### src/rtl/sub_divider_seq_pkg.sv
// Shared types and constants for the sequential restoring divider.
package sub_divider_seq_pkg;

  localparam int unsigned Width = 16;
  localparam int unsigned CntW  = 4;

  typedef enum logic [1:0] {
    StIdle = 2'd0,
    StRun  = 2'd1,
    StDone = 2'd2
  } state_e;

  localparam logic [Width-1:0] DivZeroQ = 16'hFFFF;

endpackage

### src/rtl/sub_divider_seq_sub.sv
// 16-bit ripple subtractor: diff = a - b computed as a + ~b + 1.
// carry_o = 1 means no borrow; overflow_o is the signed overflow flag.
module sub_divider_seq_sub
  import sub_divider_seq_pkg::*;
(
  input  logic [Width-1:0] a_i,
  input  logic [Width-1:0] b_i,
  output logic [Width-1:0] diff_o,
  output logic             carry_o,
  output logic             overflow_o
);

  always_comb begin : p_ripple
    logic c;
    logic c_msb;
    diff_o = '0;
    c      = 1'b1;
    c_msb  = 1'b0;
    for (int i = 0; i < Width; i++) begin
      diff_o[i] = a_i[i] ^ ~b_i[i] ^ c;
      if (i == Width - 1) begin
        c_msb = c;
      end
      c = (a_i[i] & ~b_i[i]) | (c & (a_i[i] ^ ~b_i[i]));
    end
    carry_o    = c;
    overflow_o = c ^ c_msb;
  end

endmodule

### src/rtl/sub_divider_seq.sv
// Multi-cycle unsigned restoring divider; one ripple subtractor iterated 16 times.
// busy/done are decoded straight from the state register, so start has no path to them.
module sub_divider_seq
  import sub_divider_seq_pkg::*;
(
  input  logic             clk,
  input  logic             rst,
  input  logic             start,
  input  logic [Width-1:0] dividend,
  input  logic [Width-1:0] divisor,
  output logic             busy,
  output logic             done,
  output logic [Width-1:0] quotient,
  output logic [Width-1:0] remainder,
  output logic             div_by_zero
);

  state_e state_q, state_d;

  logic [Width-1:0] rem_q, rem_d;
  logic [Width-1:0] q_q, q_d;
  logic [Width-1:0] dvs_q, dvs_d;
  logic [CntW-1:0]  cnt_q, cnt_d;
  logic [Width-1:0] quot_q, quot_d;
  logic [Width-1:0] remo_q, remo_d;
  logic             dbz_q, dbz_d;

  logic [Width-1:0] shifted;
  logic [Width-1:0] sub_diff;
  logic             sub_carry;
  logic             unused_sub_ovf;
  logic             take;
  logic             accept;

  assign accept  = (state_q == StIdle) && start;
  assign shifted = {rem_q[Width-2:0], q_q[Width-1]};
  // A set rem MSB means the true 17-bit shifted value exceeds dvs regardless of borrow.
  assign take    = rem_q[Width-1] | sub_carry;

  sub_divider_seq_sub u_sub (
    .a_i        (shifted),
    .b_i        (dvs_q),
    .diff_o     (sub_diff),
    .carry_o    (sub_carry),
    .overflow_o (unused_sub_ovf)
  );

  always_ff @(posedge clk or posedge rst) begin
    if (rst) begin
      state_q <= StIdle;
    end else begin
      state_q <= state_d;
    end
  end

  always_comb begin
    state_d = state_q;
    unique case (state_q)
      StIdle: begin
        if (start) begin
          state_d = (divisor == '0) ? StDone : StRun;
        end
      end
      StRun: begin
        if (cnt_q == {CntW{1'b1}}) begin
          state_d = StDone;
        end
      end
      StDone:  state_d = StIdle;
      default: state_d = StIdle;
    endcase
  end

  always_comb begin
    busy = (state_q != StIdle);
    done = (state_q == StDone);
  end

  always_comb begin
    rem_d  = rem_q;
    q_d    = q_q;
    dvs_d  = dvs_q;
    cnt_d  = cnt_q;
    quot_d = quot_q;
    remo_d = remo_q;
    dbz_d  = dbz_q;
    if (accept) begin
      rem_d = '0;
      q_d   = dividend;
      dvs_d = divisor;
      cnt_d = '0;
      dbz_d = 1'b0;
      if (divisor == '0) begin
        quot_d = DivZeroQ;
        remo_d = dividend;
        dbz_d  = 1'b1;
      end
    end else if (state_q == StRun) begin
      rem_d = take ? sub_diff : shifted;
      q_d   = {q_q[Width-2:0], take};
      cnt_d = cnt_q + 4'd1;
      if (cnt_q == {CntW{1'b1}}) begin
        quot_d = q_d;
        remo_d = rem_d;
      end
    end
  end

  always_ff @(posedge clk or posedge rst) begin
    if (rst) begin
      rem_q  <= '0;
      q_q    <= '0;
      dvs_q  <= '0;
      cnt_q  <= '0;
      quot_q <= '0;
      remo_q <= '0;
      dbz_q  <= 1'b0;
    end else begin
      rem_q  <= rem_d;
      q_q    <= q_d;
      dvs_q  <= dvs_d;
      cnt_q  <= cnt_d;
      quot_q <= quot_d;
      remo_q <= remo_d;
      dbz_q  <= dbz_d;
    end
  end

  assign quotient    = quot_q;
  assign remainder   = remo_q;
  assign div_by_zero = dbz_q;

endmodule

### config.mk
export PLATFORM = sky130hd
export DESIGN_NAME = sub_divider_seq
export DESIGN_NICKNAME = d
export VERILOG_FILES = /design/src/rtl/sub_divider_seq_pkg.sv /design/src/rtl/sub_divider_seq_sub.sv /design/src/rtl/sub_divider_seq.sv
export SDC_FILE = /design/constraint.sdc
export NUM_CORES = 1
export LEC_CHECK = 0
export CORE_MARGIN = 1.5
export CORE_UTILIZATION = 25
export DETAILED_ROUTE_END_ITERATION = 12
export SYNTH_ARGS = -nofsm -noshare
export SYNTH_HDL_FRONTEND = slang
export SYNTH_HIERARCHICAL = 1
export SYNTH_SLANG_ARGS = --single-unit
### constraint.sdc
create_clock -name clk -period 17.45 [get_ports clk]
set_input_delay 3.49 -clock clk [delete_from_list [all_inputs] [get_ports clk]]
set_output_delay 3.49 -clock clk [all_outputs]
set_load 0.05 [all_outputs]
==> results by group, run 1 <==
Status
  – Status: finished clean

Yosys
  – Net count after synthesis: between 400 and 500
  – Synth Instances: just under 400
  – Syn avg cell area: approximately 11 um2
  – YS warnings: 6
  – Cell Area, Synth: between 4000 and 5000 um2

Route
  – Detailed Route WL: 10300 um
  – Detailed Routing Iterations Pass 1: 5
  – Wire per inst: 15.3 um
  – # DRC: 0
  – Initial DRC count: approximately 210
  – Via Count: between 3000 and 4000
  – Post-route antenna net violation count: 0
  – Vias/cell: between 4 and 5

Finish
  – ANT cells: 0
  – Core Util, Final: around 33%
  – Layout cells sized above 1: 8.15%
  – Syn-to-layout area delta: 28.4%
  – Final nets: between 500 and 600

Worst hold path
  – HP Class: flop to flop

Setup path
  – Worst Setup End Kind: flop
  – Most used cell, CP: fa_1
  – Max incr delay on CP: 0.41 ns
  – Kind of critical path: flop to flop
  – CP Cell Sequence: inv_1 -> ha_1 -> fa_1 -> fa_1 -> fa_1 -> fa_1 -> fa_1 -> fa_1 -> fa_1 -> fa_1 -> fa_1 -> inv_1 -> fa_1 -> inv_1 -> fa_1 -> fa_1 -> fa_1 -> fa_1 -> inv_1 -> fa_1 -> nor2_4 -> mux2i_1 -> nor2_1 -> a221o_2
  – CP max-delay cell: fa_1
  – Critical path startpoint category: flop
  – CP max FO: 18
  – CP required: approximately 18 ns
  – CP arrival: between 7 and 8 ns

Power and ir drop
  – Comb power frac: 52.1%
  – Pint: between 600 and 700 uW
  – Clk network pwr share: between 10% and 20%
  – Peak supply drop: 0.0000762 V
  – Net switching power: ~530 uW
  – Part of the power in registers: 32.1%
  – Net Sw Frac: ~44%
  – Leakage power: about 2.3 nW
  – PwrDens: between 200 and 250 nW/um2

Floorplanning
  – Num ports: 70
  – Core area: approximately 16000 um2
  – Die area: between 15000 and 20000 um2
  – Die H: 132 um
  – Starting Density: between 20% and 30%
  – DIE WIDTH: between 100 and 150 um
  – Row count: 46

Clocking
  – Num CTS Buffers: 9
  – Clk Tree Root Cell: clkbuf_16
  – CTS tree: yes
  – Worst-Skew Late Latency: approximately 0.34 ns
  – Cts hold-fix bufs: 0
  – CTS clk-pin slew, worst paths: 0.06 ns
  – Postcts setup bufs: 0
  – CTS sink count: between 80 and 90
  – CTS resizes: 0
  – CTS Buffer Depth: 2
  – H-tree Lvls: 3

Job
  – Max-cap viol count: 0

GRT
  – Total Routing Usage GR: 12.3%
  – First-pass GRT wire length: about 17000 um
  – Largest net degree at the start of global routing: 88
  – Vias in the first global route: just over 3000
  – GRT overflow: 0
  – Initial antenna violation count: 0

Placed design
  – Place WS: ~10 ns
  – RD Place Congestion: 0.797
  – Port Buffers: slightly below 70
  – Dpl hpwl: 7180 um

Timing
  – Final Hold Fails: 0
  – Slew margin rel.: a little under a quarter
  – Fmax: about 0.14 GHz
  – Final min period: roughly 7.3 ns
  – Worst slew pin tran: between 1 and 1.5 ns
  – Worst hold slack: a little under 0.5 ns
  – RSZ-0062 raised after global routing: no
  – TNS Setup: 0 ns
  – PnR worst setup slack: approximately 10 ns
  – Fin crit share: about two fifths
  – Slew Limit Fails: 0
  – Final setup viols: 0
  – Max Clock Skew: between 0.008 and 0.009 ns
==> metal layers <==
layer  up-vias  wire length (um)  global-route usage (%)
met3        12               480                    3.28
met5         -                 0                       0
li1       1441                 -                       -
met2        77              4670                    19.0
met4         0               127                    3.52
met1      1508              4990                    16.8
==> sequential cells by signal, indices dropped and copies added, names as in the netlist <==
name	cells
dvs_q	16
q_q	16
quotient	16
rem_q	16
remainder	16
cnt_q	4
state_q	2
div_by_zero	1
==> cell type report <==
cell class,instances,area (um2)
Tap cell,216,270
Clock buffer,11,233
Timing Repair Buffer,73,721
Clock inverter,5,58.8
Inverter,36,139
Fill cell,1652,10700
Sequential cell,87,2180
Multi-Input combinational cell,242,1700
==> layout by cell type, fill, tap and decap left out, drive strengths merged, types with 2 or more instances in the layout <==
cell and n:
dfrtp 87, nand2 86, clkdlybuf4s50 69, inv 35, nor2 34, a221o 17, mux2i 15, a211oi 15
o22a 15, a22oi 15, fa 15, clkbuf 11, o21ai 6, nor4 4, buf 4, clkinv 3
nand3 2, a21o 2, a21oi 2, ha 2, clkinvlp 2, and2 2, nor2b 2
==> through the flow <==
step	instances	instance area (um2)	total power, mW
after floorplan	387	4130	0.836
after global placement	654	5010	0.998
after detailed placement	654	5010	1.02
after CTS	670	5300	1.21
after global routing	670	5300	1.29
final	670	5300	1.20
==> power groups by stage <==
stage               sequential (mW)  combinational (mW)  clock, mW
floorplan                     0.499               0.337          0
global placement              0.387               0.611          0
detailed placement            0.389               0.629          0
CTS                           0.387               0.633      0.194
global route                  0.399               0.692      0.202
finish                        0.386               0.628      0.189
==> critical path, delay by kind of cell (launching register included) <==
kind            cells  cell delay [ns]
flops               1             0.37
buf+inv             4             0.27
fa+ha+maj          16             5.71
simple gates        2             0.24
mux                 1             0.25
compound gates      1             0.33
==> path summary, 6_finish.rpt <==
kind / start / to / slack (ns) / depth (start not counted)
max: q_q[15] / remainder[2] / 10.15 / 24
min: div_by_zero / div_by_zero / 0.49 / 1
max reg2reg: q_q[15] / remainder[2] / 10.15 / 24
min reg2reg: div_by_zero / div_by_zero / 0.49 / 1
max in group asynchronous: rst / dvs_q[6] / 12.94 / 3
min in group asynchronous: rst / quotient[13] / 3.82 / 3
(Power assumes the default switching activity.)
==> inputs of run 2 (changes only) <==
Clock period 17.45 ns to 7.6 ns, I/O delays scaled along.
==> results by group, run 2 (synthesis results as in run 1) <==
Finish
  – Final Non-Filler Cells: 669 (was 670)
  – Final nets: 501 (unchanged)
  – # fillers: 1662 (was 1652)
  – Layout cells sized above 1: 8.39% (was 8.15%)
  – Most common cell after layout, fill and taps aside: dfrtp_1 (unchanged)
  – Core Util, Final: 33.1% (about the same)
  – ANT cells: 0 (unchanged)
  – Syn-to-layout area delta: 28.3% (was 28.4%)
  – Most frequent cells in the layout: dfrtp_1 (87), nand2_1 (86), clkdlybuf4s50_1 (69), inv_1 (34), nor2_1 (33) (unchanged)

Clocking
  – Clk Tree Root Cell: clkbuf_16 (unchanged)
  – Worst-Skew Late Latency: 0.34 ns (about the same)
  – CTS clk-pin slew, worst paths: 0.06 ns (about the same)
  – CTS resizes: 0 (unchanged)
  – CTS sink count: 87 (unchanged)
  – Postcts setup bufs: 0 (unchanged)
  – CTS Buffer Depth: 2 (unchanged)
  – CTS tree: yes (unchanged)
  – Cts hold-fix bufs: 0 (unchanged)
  – H-tree Lvls: 3 (unchanged)
  – Num CTS Buffers: 9 (unchanged)

Route
  – Post-route antenna net violation count: 0 (unchanged)
  – Detailed Route WL: 10100 um (was 10300 um)
  – Vias/cell: 4.50 (was 4.53)
  – Via Count: 3010 (was 3038)
  – Detailed Routing Iterations Pass 1: 4 (was 5)
  – Initial DRC count: 132 (was 205)
  – Wire per inst: 15.1 um (was 15.3 um)
  – # DRC: 0 (unchanged)

Setup path
  – CP max-delay cell: fa_1 (unchanged)
  – CP required: 7.82 ns (was 17.67 ns)
  – CP bufs+invs: 4 (unchanged)
  – Critical path startpoint category: flop (unchanged)
  – Max incr delay on CP: 0.41 ns (about the same)
  – Critical path's top delay family: adder cells (unchanged)
  – Worst Setup End Kind: flop (unchanged)
  – Most used cell, CP: fa_1 (unchanged)
  – CP Launch Point: q_q[15] (unchanged)
  – CP arrival: 7.44 ns (was 7.52 ns)
  – Reg2reg path depth: 24 (unchanged)
  – CP Cell Sequence: inv_1 -> ha_1 -> fa_1 -> fa_1 -> fa_1 -> fa_1 -> fa_1 -> fa_1 -> fa_1 -> fa_1 -> fa_1 -> inv_1 -> fa_1 -> inv_1 -> fa_1 -> fa_1 -> fa_1 -> fa_1 -> inv_1 -> fa_1 -> nor2_4 -> mux2i_1 -> nor2_1 -> a221o_2 (unchanged)
  – Reg2reg start: q_q[15] (unchanged)
  – Worst Setup EP: remainder[1] (was remainder[2])
  – Stages on worst setup path: 24 (unchanged)
  – Reg2Reg Setup Slack: 0.38 ns (was 10.15 ns)
  – Reg2reg end: remainder[1] (was remainder[2])
  – CP max FO: 18 (unchanged)
  – Kind of critical path: flop to flop (unchanged)

Worst hold path
  – HP Class: flop to flop (unchanged)

Timing
  – TNS Setup: 0 ns (unchanged)
  – Fmax: 0.139 GHz (was 0.137 GHz)
  – Final min period: 7.22 ns (was 7.30 ns)
  – Final setup viols: 0 (unchanged)
  – Fin crit share: 95.0% (was 41.8%)
  – Max Clock Skew: 0.00640 ns (was 0.00815 ns)
  – Final Hold Fails: 0 (unchanged)
  – RSZ-0062 raised after global routing: no (unchanged)
  – PnR worst setup slack: 0.380 ns (was 10.15 ns)
  – Slew Limit Fails: 0 (unchanged)
  – Worst slew pin tran: 1.14 ns (about the same)
  – Slew margin rel.: 23.6% (was 23.7%)

Floorplanning
  – Die area: 17300 um2 (unchanged)
  – Core area: 16000 um2 (unchanged)
  – Num ports: 70 (unchanged)
  – Row count: 46 (unchanged)
  – DIE WIDTH: 132 um (unchanged)
  – Starting Density: 25.8% (unchanged)
  – Die H: 132 um (unchanged)

GRT
  – Largest net degree at the start of global routing: 88 (unchanged)
  – Total Routing Usage GR: 12.4% (was 12.3%)
  – GRT overflow: 0 (unchanged)
  – First-pass GRT wire length: 17000 um (was 16800 um)
  – Initial antenna violation count: 0 (unchanged)
  – Vias in the first global route: 3118 (was 3091)

Placed design
  – Placed insts: 654 (unchanged)
  – RD Place Congestion: 0.797 (unchanged)
  – Dpl hpwl: 7130 um (was 7180 um)
  – Place WS: 0.394 ns (was 10.24 ns)
  – Port Buffers: 69 (unchanged)

Job
  – Max-cap viol count: 0 (unchanged)

Power and ir drop
  – Peak supply drop: 0.000184 V (was 0.0000762 V)
  – PwrDens: 519 nW/um2 (was 227 nW/um2)
  – Total Power: 2.75 mW (was 1.20 mW)
  – Leakage power: 2.34 nW (was 2.35 nW)

Status
  – Status: finished clean (unchanged)
## run 2: cell count changes in the layout (fill, tap and decap cells not counted), sizes merged
cell      delta
clkbuf       -2
clkinvlp     +1
## run 2: cell type report
class                           count  area [um2]  share of cell area (%)
Clock inverter                      6        62.6                    1.18
Timing Repair Buffer               73         721                    13.6
Sequential cell                    87        2180                    41.1
Inverter                           36         139                    2.62
Clock buffer                        9         225                    4.25
Multi-Input combinational cell    242        1700                    32.2
Tap cell                          216         270                    5.10
## run 2: worst min-delay path by stage
stage                             from      endpoint  cells after the start
after floorplan              dvs_q[10]     dvs_q[10]                      2
after global placement       dvs_q[10]     dvs_q[10]                      2
after detailed placement     dvs_q[10]     dvs_q[10]                      2
after CTS                    dvs_q[10]     dvs_q[10]                      2
after global routing      quotient[11]  quotient[11]                      1
final                         dvs_q[0]      dvs_q[0]                      2
## run 2: metrics by stage
stage               hold WS (ns)  instance area [um2]
detailed placement         0.469                 5010
global route               0.500                 5300
floorplan                  0.446                 4130
finish                     0.481                 5300
CTS                        0.484                 5300
global placement           0.464                 5010
## run 2: per-layer routing
metal | GRT usage, % | wire [um] | vias to the layer above
li1 | - | - | 1439
met1 | 16.6 | 4930 | 1491
met2 | 18.5 | 4480 | 69
met3 | 3.97 | 501 | 11
met4 | 4.69 | 195 | 0
met5 | 0 | 0 | -
## run 2: worst reg2reg max path, cell delays in order, from the launching register on
cell and delay (ns):
dfrtp_1 0.36, inv_1 0.05, ha_1 0.20, fa_1 0.39, fa_1 0.41, fa_1 0.40
fa_1 0.39, fa_1 0.39, fa_1 0.39, fa_1 0.39, fa_1 0.39, fa_1 0.36
inv_1 0.08, fa_1 0.16, inv_1 0.05, fa_1 0.38, fa_1 0.40, fa_1 0.39
fa_1 0.37, inv_1 0.08, fa_1 0.26, nor2_4 0.16, mux2i_1 0.23, nor2_1 0.08
a221o_2 0.35
## run 2: power by group
| part | internal [mW] | switching, mW | leakage (nW) |
|---|---|---|---|
| clock | 0.251 | 0.177 | 0.133 |
| sequential | 0.704 | 0.182 | 1.04 |
| combinational | 0.579 | 0.858 | 1.17 |
==> inputs of run 3 (changes only) <==
Clock period 7.6 ns to 6.4 ns, I/O delays scaled along.
==> results by group, run 3 (synthesis results as in run 1) <==
Timing
  – Fmax: 0.152 GHz (was 0.139 GHz)
  – Max Clock Skew: 0.00795 ns (was 0.00640 ns)
  – Final min period: 6.59 ns (was 7.22 ns)
  – Slew margin rel.: 20.3% (was 23.6%)
  – Fin crit share: 103% (was 95.0%)
  – PnR worst setup slack: -0.189 ns (was 0.380 ns)
  – Final Hold Fails: 0 (unchanged)
  – Slew Limit Fails: 0 (unchanged)
  – RSZ-0062 raised after global routing: yes (was no)
  – Worst slew pin tran: 1.19 ns (was 1.14 ns)
  – Final setup viols: 27 (was 0)

Route
  – Initial DRC count: 170 (was 132)
  – Vias/cell: 4.48 (was 4.50)
  – Post-route antenna net violation count: 0 (unchanged)
  – Via Count: 3090 (was 3010)
  – Detailed Routing Iterations Pass 1: 4 (unchanged)
  – Detailed Route WL: 10500 um (was 10100 um)
  – # DRC: 0 (unchanged)
  – Wire per inst: 15.2 um (was 15.1 um)

Floorplanning
  – Die area: 17300 um2 (unchanged)
  – Starting Density: 25.8% (unchanged)
  – Row count: 46 (unchanged)
  – Die H: 132 um (unchanged)
  – DIE WIDTH: 132 um (unchanged)
  – Num ports: 70 (unchanged)
  – Core area: 16000 um2 (unchanged)

Placed design
  – RD Place Congestion: 0.811 (was 0.797)
  – Dpl hpwl: 7460 um (was 7130 um)
  – Port Buffers: 69 (unchanged)
  – Post-DP Area: 5120 um2 (was 5010 um2)

Finish
  – Syn-to-layout area delta: 35.1% (was 28.3%)
  – Final nets: 520 (was 501)
  – ANT cells: 0 (unchanged)
  – Fin area: 5580 um2 (was 5300 um2)
  – Most frequent cells in the layout: dfrtp_1 (87), nand2_1 (86), clkdlybuf4s50_1 (69), nor2_1 (33), inv_1 (32) (was dfrtp_1 (87), nand2_1 (86), clkdlybuf4s50_1 (69), inv_1 (34), nor2_1 (33))
  – # fillers: 1622 (was 1662)
  – Most common cell after layout, fill and taps aside: dfrtp_1 (unchanged)
  – Layout cells sized above 1: 19.7% (was 8.39%)

Setup path
  – Worst Setup End Kind: flop (unchanged)
  – Kind of critical path: flop to flop (unchanged)
  – CP max FO: 5 (was 18)
  – CP max-delay cell: fa_2 (was fa_1)
  – CP arrival: 6.80 ns (was 7.44 ns)
  – Most used cell, CP: fa_2 (was fa_1)
  – Max incr delay on CP: 0.37 ns (was 0.41 ns)
  – CP Cell Sequence: inv_1 -> ha_2 -> fa_2 -> fa_2 -> fa_2 -> fa_2 -> fa_2 -> fa_2 -> fa_2 -> fa_2 -> fa_2 -> inv_2 -> fa_1 -> inv_1 -> fa_2 -> fa_2 -> fa_2 -> fa_2 -> inv_2 -> fa_2 -> nor2_4 -> mux2i_2 -> nor2_1 -> a221o_2 (was inv_1 -> ha_1 -> fa_1 -> fa_1 -> fa_1 -> fa_1 -> fa_1 -> fa_1 -> fa_1 -> fa_1 -> fa_1 -> inv_1 -> fa_1 -> inv_1 -> fa_1 -> fa_1 -> fa_1 -> fa_1 -> inv_1 -> fa_1 -> nor2_4 -> mux2i_1 -> nor2_1 -> a221o_2)
  – CP required: 6.61 ns (was 7.82 ns)
  – Critical path startpoint category: flop (unchanged)

Status
  – Status: complete, but fails checks (was finished clean)
  – Violated checks: negative setup slack

Clocking
  – H-tree Lvls: 3 (unchanged)
  – CTS sink count: 87 (unchanged)
  – Num CTS Buffers: 9 (unchanged)
  – CTS clk-pin slew, worst paths: 0.07 ns (was 0.06 ns)
  – CTS Buffer Depth: 2 (unchanged)
  – Worst-Skew Late Latency: 0.34 ns (about the same)
  – Clk Tree Root Cell: clkbuf_16 (unchanged)
  – CTS tree: yes (unchanged)

Power and ir drop
  – PwrDens: 674 nW/um2 (was 519 nW/um2)
  – Peak supply drop: 0.000192 V (was 0.000184 V)
  – Total Power: 3.76 mW (was 2.75 mW)
  – Leakage power: 2.45 nW (was 2.34 nW)

GRT
  – Total Routing Usage GR: 12.5% (was 12.4%)
  – Vias in the first global route: 3225 (was 3118)
  – GRT overflow: 0 (unchanged)
  – First-pass GRT wire length: 17400 um (was 17000 um)
  – Initial antenna violation count: 0 (unchanged)
  – Largest net degree at the start of global routing: 51 (was 88)

Worst hold path
  – HP Class: flop to flop (unchanged)

Job
  – Max-cap viol count: 0 (unchanged)
-- run 3: cell count changes in the layout (fill, tap and decap cells not counted), moves of 3 or more --
cell,change
mux2i_2,+10
a211oi_2,+8
fa_2,+14
a211oi_1,-8
buf_4,+17
fa_1,-14
mux2i_1,-11
clkinvlp_4,-3
-- run 3: area by class of cell --
| class | instances | area, um2 | area share (%) |
|---|---|---|---|
| Clock buffer | 11 | 243 | 4.35 |
| Clock inverter | 5 | 57.6 | 1.03 |
| Inverter | 36 | 139 | 2.49 |
| Multi-Input combinational cell | 244 | 1840 | 33.1 |
| Sequential cell | 87 | 2180 | 39.0 |
| Tap cell | 216 | 270 | 4.84 |
| Timing Repair Buffer | 90 | 848 | 15.2 |
-- run 3: worst paths after layout --
check                           cells after the start            to        start  slack [ns]
worst max-delay path                               24  remainder[4]      q_q[15]       -0.19
worst min-delay path                                1   div_by_zero  div_by_zero        0.48
worst max register to register                     24  remainder[4]      q_q[15]       -0.19
worst min register to register                      1   div_by_zero  div_by_zero        0.48
max in group asynchronous                           3   div_by_zero          rst        4.00
min in group asynchronous                           2  quotient[10]          rst        1.36
-- run 3: critical path, delay by kind of cell, from the launching register on --
kind / cells / cell delay [ns]
flip-flops: 1 / 0.35
buffers and inverters: 4 / 0.22
AND/OR/NAND/NOR: 2 / 0.16
multiplexers: 1 / 0.24
adder cells (fa/ha/maj): 16 / 5.17
AO/OA/AOI/OAI: 1 / 0.34
-- run 3: routing by layer --
metal | vias to the layer above | track usage [%] | part of all wire (%)
met5 | - | 0 | 0
met4 | 0 | 2.65 | 0.59
met3 | 8 | 3.24 | 4.4
met2 | 73 | 19.6 | 45
met1 | 1524 | 17.5 | 50
li1 | 1485 | - | -
-- run 3: power by group --
part | total [mW] | switching (mW) | internal, mW
clock network | 0.532 | 0.218 | 0.313
logic | 2.17 | 1.17 | 0.999
registers | 1.06 | 0.223 | 0.835
total | 3.76 | 1.61 | 2.15
-- run 3: metrics by stage --
stage / TNS [ns] / std cells / setup WS (ns) / hold WS (ns) / util (%)
final: -3.57 / 689 / -0.189 / 0.483 / 34.9
after global routing: -8.49 / 689 / -0.374 / 0.502 / 34.9
after CTS: -3.18 / 687 / -0.202 / 0.487 / 34.3
after detailed placement: -4.85 / 664 / -0.338 / 0.474 / 32.0
after global placement: -2.33 / 664 / -0.216 / 0.463 / 32.0
after floorplan: 0 / 387 / 0.0109 / 0.446 / -
-- run 3: repair_timing --
| item | CTS | global route |
|---|---|---|
| buffers inserted | 5 | 2 |
| gates cloned | 2 | 0 |
| gates resized for setup | 8 | 17 |
| hold buffers | 0 | 0 |
| pin swaps | 3 | 5 |
| setup endpoints to repair | 33 | 34 |
